<file path="src/rtl/rr_onehot_arbiter.sv">
// Round-robin arbiter with a registered one-hot grant, binary index via pos2bin, and a sticky self-check alarm.
// Optional forced-release hold timer is built only when RR_ARB_TIMEOUT_EN is defined.

module pos2bin #(
    parameter int unsigned BIN_WIDTH = 4
) (
    input  logic [(1 << BIN_WIDTH)-1:0] pos,
    output logic [BIN_WIDTH-1:0]        bin,
    output logic                        err_multi_hot,
    output logic                        err_no_hot
);
    localparam int unsigned N = 1 << BIN_WIDTH;

    // OR of set-bit indices: exact for one-hot, flagged as multi-hot otherwise
    always_comb begin
        bin = '0;
        for (int unsigned i = 0; i < N; i++) begin
            if (pos[i]) begin
                bin = bin | BIN_WIDTH'(i);
            end
        end
    end

    assign err_no_hot    = (pos == '0);
    assign err_multi_hot = ((pos & (pos - N'(1))) != '0);
endmodule

module rr_onehot_arbiter #(
    parameter int unsigned BIN_WIDTH = 4,
    parameter int unsigned HOLD_MAX  = 64
) (
    input  logic                        clk,
    input  logic                        rst,
    input  logic [(1 << BIN_WIDTH)-1:0] req,
    input  logic [(1 << BIN_WIDTH)-1:0] done,
    output logic [(1 << BIN_WIDTH)-1:0] grant,
    output logic [BIN_WIDTH-1:0]        grant_bin,
    output logic                        grant_valid,
    output logic                        timeout,
    output logic                        err_alarm
);
    localparam int unsigned N = 1 << BIN_WIDTH;

    if (BIN_WIDTH == 0 || HOLD_MAX == 0) begin : g_cfg_check
        $error("rr_onehot_arbiter: BIN_WIDTH and HOLD_MAX must both be >= 1");
    end

    typedef enum logic {
        IDLE  = 1'b0,
        GRANT = 1'b1
    } state_t;

    state_t               state, state_nxt;
    logic [N-1:0]         grant_q, grant_nxt;
    logic [BIN_WIDTH-1:0] ptr, ptr_nxt, ptr_inc, scan_base, idx;
    logic [N-1:0]         sel_onehot;
    logic                 sel_any;
    logic                 err_multi_hot, err_no_hot;
    logic                 err_q, err_nxt;
    logic                 rel;

`ifdef RR_ARB_TIMEOUT_EN
    localparam int unsigned CNT_W = $clog2(HOLD_MAX + 1);
    logic [CNT_W-1:0] cnt, cnt_nxt;
    logic             forced;
    logic             timeout_q, timeout_nxt;
`endif

    pos2bin #(.BIN_WIDTH(BIN_WIDTH)) u_pos2bin (
        .pos           (grant_q),
        .bin           (grant_bin),
        .err_multi_hot (err_multi_hot),
        .err_no_hot    (err_no_hot)
    );

    assign grant       = grant_q;
    assign grant_valid = ~err_no_hot;
    assign err_alarm   = err_q;
    assign ptr_inc     = grant_bin + BIN_WIDTH'(1);

    // On a release edge the scan already starts past the outgoing grantee
    assign scan_base = (state == GRANT) ? ptr_inc : ptr;

    // Circular first-set-bit scan from scan_base
    always_comb begin
        sel_onehot = '0;
        sel_any    = 1'b0;
        idx        = '0;
        for (int unsigned i = 0; i < N; i++) begin
            idx = scan_base + BIN_WIDTH'(i);
            if (!sel_any && req[idx]) begin
                sel_onehot[idx] = 1'b1;
                sel_any         = 1'b1;
            end
        end
    end

    always_comb begin
        state_nxt = state;
        grant_nxt = grant_q;
        ptr_nxt   = ptr;
        rel       = 1'b0;
        err_nxt   = err_q | err_multi_hot | (err_no_hot && (state == GRANT));
`ifdef RR_ARB_TIMEOUT_EN
        cnt_nxt     = cnt;
        forced      = 1'b0;
        timeout_nxt = 1'b0;
`endif
        case (state)
            IDLE: begin
                if (sel_any) begin
                    grant_nxt = sel_onehot;
                    state_nxt = GRANT;
`ifdef RR_ARB_TIMEOUT_EN
                    cnt_nxt   = '0;
`endif
                end
            end
            GRANT: begin
                rel = done[grant_bin] || !req[grant_bin];
`ifdef RR_ARB_TIMEOUT_EN
                // done wins over the timer, so timeout only fires on a pure hold expiry
                forced      = !rel && (cnt == CNT_W'(HOLD_MAX));
                timeout_nxt = forced;
                rel         = rel || forced;
                cnt_nxt     = cnt + CNT_W'(1);
`endif
                if (rel) begin
                    ptr_nxt = ptr_inc;
                    if (sel_any) begin
                        grant_nxt = sel_onehot;
`ifdef RR_ARB_TIMEOUT_EN
                        cnt_nxt   = '0;
`endif
                    end else begin
                        grant_nxt = '0;
                        state_nxt = IDLE;
                    end
                end
            end
            default: begin
                state_nxt = IDLE;
                grant_nxt = '0;
            end
        endcase
    end

    always_ff @(posedge clk or posedge rst) begin
        if (rst) begin
            state     <= IDLE;
            grant_q   <= '0;
            ptr       <= '0;
            err_q     <= 1'b0;
`ifdef RR_ARB_TIMEOUT_EN
            cnt       <= '0;
            timeout_q <= 1'b0;
`endif
        end else begin
            state     <= state_nxt;
            grant_q   <= grant_nxt;
            ptr       <= ptr_nxt;
            err_q     <= err_nxt;
`ifdef RR_ARB_TIMEOUT_EN
            cnt       <= cnt_nxt;
            timeout_q <= timeout_nxt;
`endif
        end
    end

`ifdef RR_ARB_TIMEOUT_EN
    assign timeout = timeout_q;
`else
    assign timeout = 1'b0;
`endif
endmodule

</file>
<file path="config.mk">
export PLATFORM = sky130hd
export DESIGN_NAME = rr_onehot_arbiter
export DESIGN_NICKNAME = d
export VERILOG_FILES = /design/src/rtl/rr_onehot_arbiter.sv
export SDC_FILE = /design/constraint.sdc
export NUM_CORES = 1
export LEC_CHECK = 0
export BUFFER_PORTS_ARGS = -buffer_cell sky130_fd_sc_hd__buf_2
export CAP_MARGIN = 10
export CORE_ASPECT_RATIO = 1.2
export CORE_MARGIN = 5
export CORE_UTILIZATION = 34
export DETAILED_ROUTE_END_ITERATION = 7
export SLEW_MARGIN = 0
export SYNTH_ARGS = -nofsm -noshare
export SYNTH_HDL_FRONTEND = slang
export SYNTH_HIERARCHICAL = 1
export SYNTH_SLANG_ARGS = --single-unit
</file>
<file path="constraint.sdc">
create_clock -name clk -period 9.35 [get_ports clk]
set_input_delay 1.87 -clock clk [delete_from_list [all_inputs] [get_ports clk]]
set_output_delay 1.87 -clock clk [all_outputs]
set_load 0.01 [all_outputs]
</file>
==> impl_metrics.yaml <==
clock_network:
  tritoncts: "done"
  cts_buffers: 3
  postCtsSetupRepairBufs: 0
  cts.sink_count: 22
  cts-resized-gates: 0
  h-tree-depth: 1
  clkSlewWorstSetupHoldPaths_ps: 60
  worst_skew_pair.late_latency_ps: 250
  number_of_buffers_added_to_fix_hold_violations_after_cts: 0
  clk_root_buffer_cell: "clkbuf_16"
  cts-root-to-sink-buffers: 2
finish:
  layout_commonest_cell: "nand2_1"
  area_growth_syn_to_layout_pct: 9.41
  finish.cell_count_without_fillers: 907
  final_cell_mix: "nand2_1, buf_2, nor2_1"
  finalNetCount: 752
  final_layout_size_suffix_gt1_share_pct: 20.3
  insertedDiodeCount: 0
synth:
  post_synth_main_area_contributors: "dfrtp_1, mux4_2, nand2_1"
  synth_nets: 732
  synth_cells: 684
  number_of_warnings_issued_by_yosys: 6
  synth_ff_type: "dfrtp_1"
  syn_area_mm2: 0.00517
  synth-seq-area-share_pct: 10.6
  synthDistinctLibCells: 90
  edff_count_synth: 0
  post-synth-top-area-cell: "dfrtp_1"
  synth_top_cell_area_share_pct: 10.6
  share_of_synthesized_registers_carrying_an_async_set_or_reset_pct: 100
  synth-seq-cells: 22
  post_synth.cell_area_avg_um2: 7.56
floorplan:
  initial_utilization_pct: 34.6
  core_mm2: 0.0150
  io_pins: 57
  num_rows: 49
  die_y_um: 145
  floorplan.die_area_mm2: 0.0178
  dieWidth_um: 123
setup_path:
  required_ps: 9490
  criticalPathCategory: "register to register"
  cp_data_arrival_time_ps: 7440
  timing.reg2reg.setup_slack_ps: 2050
  r2r_cells: 18
  critical_path.max_fanout: 32
  cpMaxStageDelayCell: "o31ai_4"
  reg2reg_to: "grant[3]"
  critPathLaunchType: "register"
  reg2reg_from: "grant[3]"
  crit_path_end_kind: "register"
  slowest_delay_ps: 1040
  cp_cell_sequence: "nor4_1 > nand2_1 > ha_1 > mux2i_1 > buf_4 > inv_1 > ha_1 > buf_4 > o211ai_1 > and2_1 > a21oi_2 > mux2i_1 > nor3_2 > nand3_2 > or2_1 > o31ai_4 > a31oi_1 > a31o_1"
drt:
  wl_per_cell_um: 26.7
  drt_iter0_markers: 1054
  postRouteAntennaNets: 0
  drtPass1Iterations: 6
  via_per_inst: 7.02
  detail_route.drc_violations: 0
  routed_wl_mm: 24.2
  dr_total_vias: 6368
grt:
  grt.total_usage_pct: 26.3
  grt_remaining_overflow: 0
  grt_max_degree: 37
  global_route_wire_length_before_repair_mm: 36.7
  grt_antenna_before_repair: 0
  first_global_vias: 5940
hold_path:
  holdCritStartpoint: "err_alarm"
  hold_path_depth: 2
  timing.hold.worst.class: "register to register"
  whs_endpoint: "err_alarm"
placement:
  finalWeightedCongestion: 1.03
  hpwlAfterDp_mm: 18.2
  placedCellCount: 903
  place.port_buffers: 55
sta:
  setup_tns_ps: 0
  finClkSkew_ps: 2.79
  timing.hold.ws_ps: 481
  fin_crit_sh_pct: 78.0
  max_slew_headroom_pct: 11.9
  setup-violations-final: 0
  final-max-slew-violation-count: 0
  period_minus_slack_ps: 7300
  clock.fmax_ghz: 0.137
  tightest_slew_ps: 1310
  timing.final.hold_violations: 0
  grt_setup_unrepaired: "no"
run_status:
  outcome: "finished, final reports clean"
run:
  timing.max_cap.violations: 0
-- per-layer routing --
layer	global-route usage (%)	part of all wire [%]	vias up
li1	-	-	2727
met1	34.9	38	2970
met2	41.3	45	539
met3	3.23	10	132
met4	13.8	7.0	0
met5	0	0	-
-- cell type report --
cell class	count	area, um^2
Fill cell	1593	9300
Clock buffer	3	75.1
Inverter	19	73.8
Timing Repair Buffer	68	373
Tap cell	204	255
Multi-Input combinational cell	590	4300
Clock inverter	1	30.0
Sequential cell	22	551
-- how the worst max path moves through the flow --
stage | startpoint | end | slack, ps | depth (start not counted)
6_report | grant[3] | grant[3] | 2050 | 18
5_1_grt | grant[3] | grant[3] | 1660 | 18
4_1_cts | grant[3] | grant[3] | 2230 | 18
3_5_place_dp | grant[3] | grant[3] | 2240 | 18
3_3_place_gp | grant[3] | grant[3] | 2160 | 18
2_1_floorplan | grant[3] | grant[12] | 3940 | 20
-- logic make-up (layout without fill, tap and decap cells) --
group | Yosys count | after routing | synth area share [%]
buf+inv | 72 | 91 | 6.53
other cells | 1 | 1 | 0.0725
mux | 60 | 60 | 17.2
fa+ha+maj | 15 | 15 | 3.58
xor+xnor | 16 | 16 | 3.29
simple gates | 286 | 286 | 28.6
flops | 22 | 22 | 10.6
compound gates | 212 | 212 | 30.1
-- metrics by stage --
step / area (um^2) / utilization (%) / setup slack [ps]
finish: 5660 / 37.8 / 2050
global route: 5660 / 37.8 / 1660
CTS: 5660 / 37.8 / 2230
detailed placement: 5550 / 37.1 / 2240
global placement: 5550 / 37.1 / 2160
floorplan: 5170 / - / 3940
-- sequential cells by signal (all words and copies together) (netlist names) --
signal     flops
state          1
err_alarm      1
grant         16
ptr            4
-- cells in the mapped netlist, types with 7 or more instances --
master and count:
ha_1 14, o21ai_0 31, a21oi_1 26, nand4_1 13, o32ai_1 14, a221oi_1 7, nor2_1 39, inv_1 17
or3_1 11, o221ai_1 14, o22ai_1 14, mux4_2 17, xnor2_1 8, a211oi_1 10, clkbuf_1 35, buf_2 7
mux2_2 11, nor3_1 30, a31oi_1 15, mux2i_1 25, nor4_1 19, nand2b_1 11, nand2_1 90, nand3_1 36
dfrtp_1 22
-- worst max-delay path, delay by kind of cell (launching register included) --
kind / cells / cell delay, ps
AO/OA/AOI/OAI: 5 / 2200
adder cells (fa/ha/maj): 2 / 590
buffers and inverters: 3 / 770
flip-flops: 1 / 430
multiplexers: 2 / 280
AND/OR/NAND/NOR: 6 / 2870
Power is not shown: default switching activity piles up to over one toggle a cycle in this logic, so the estimate is an artifact.
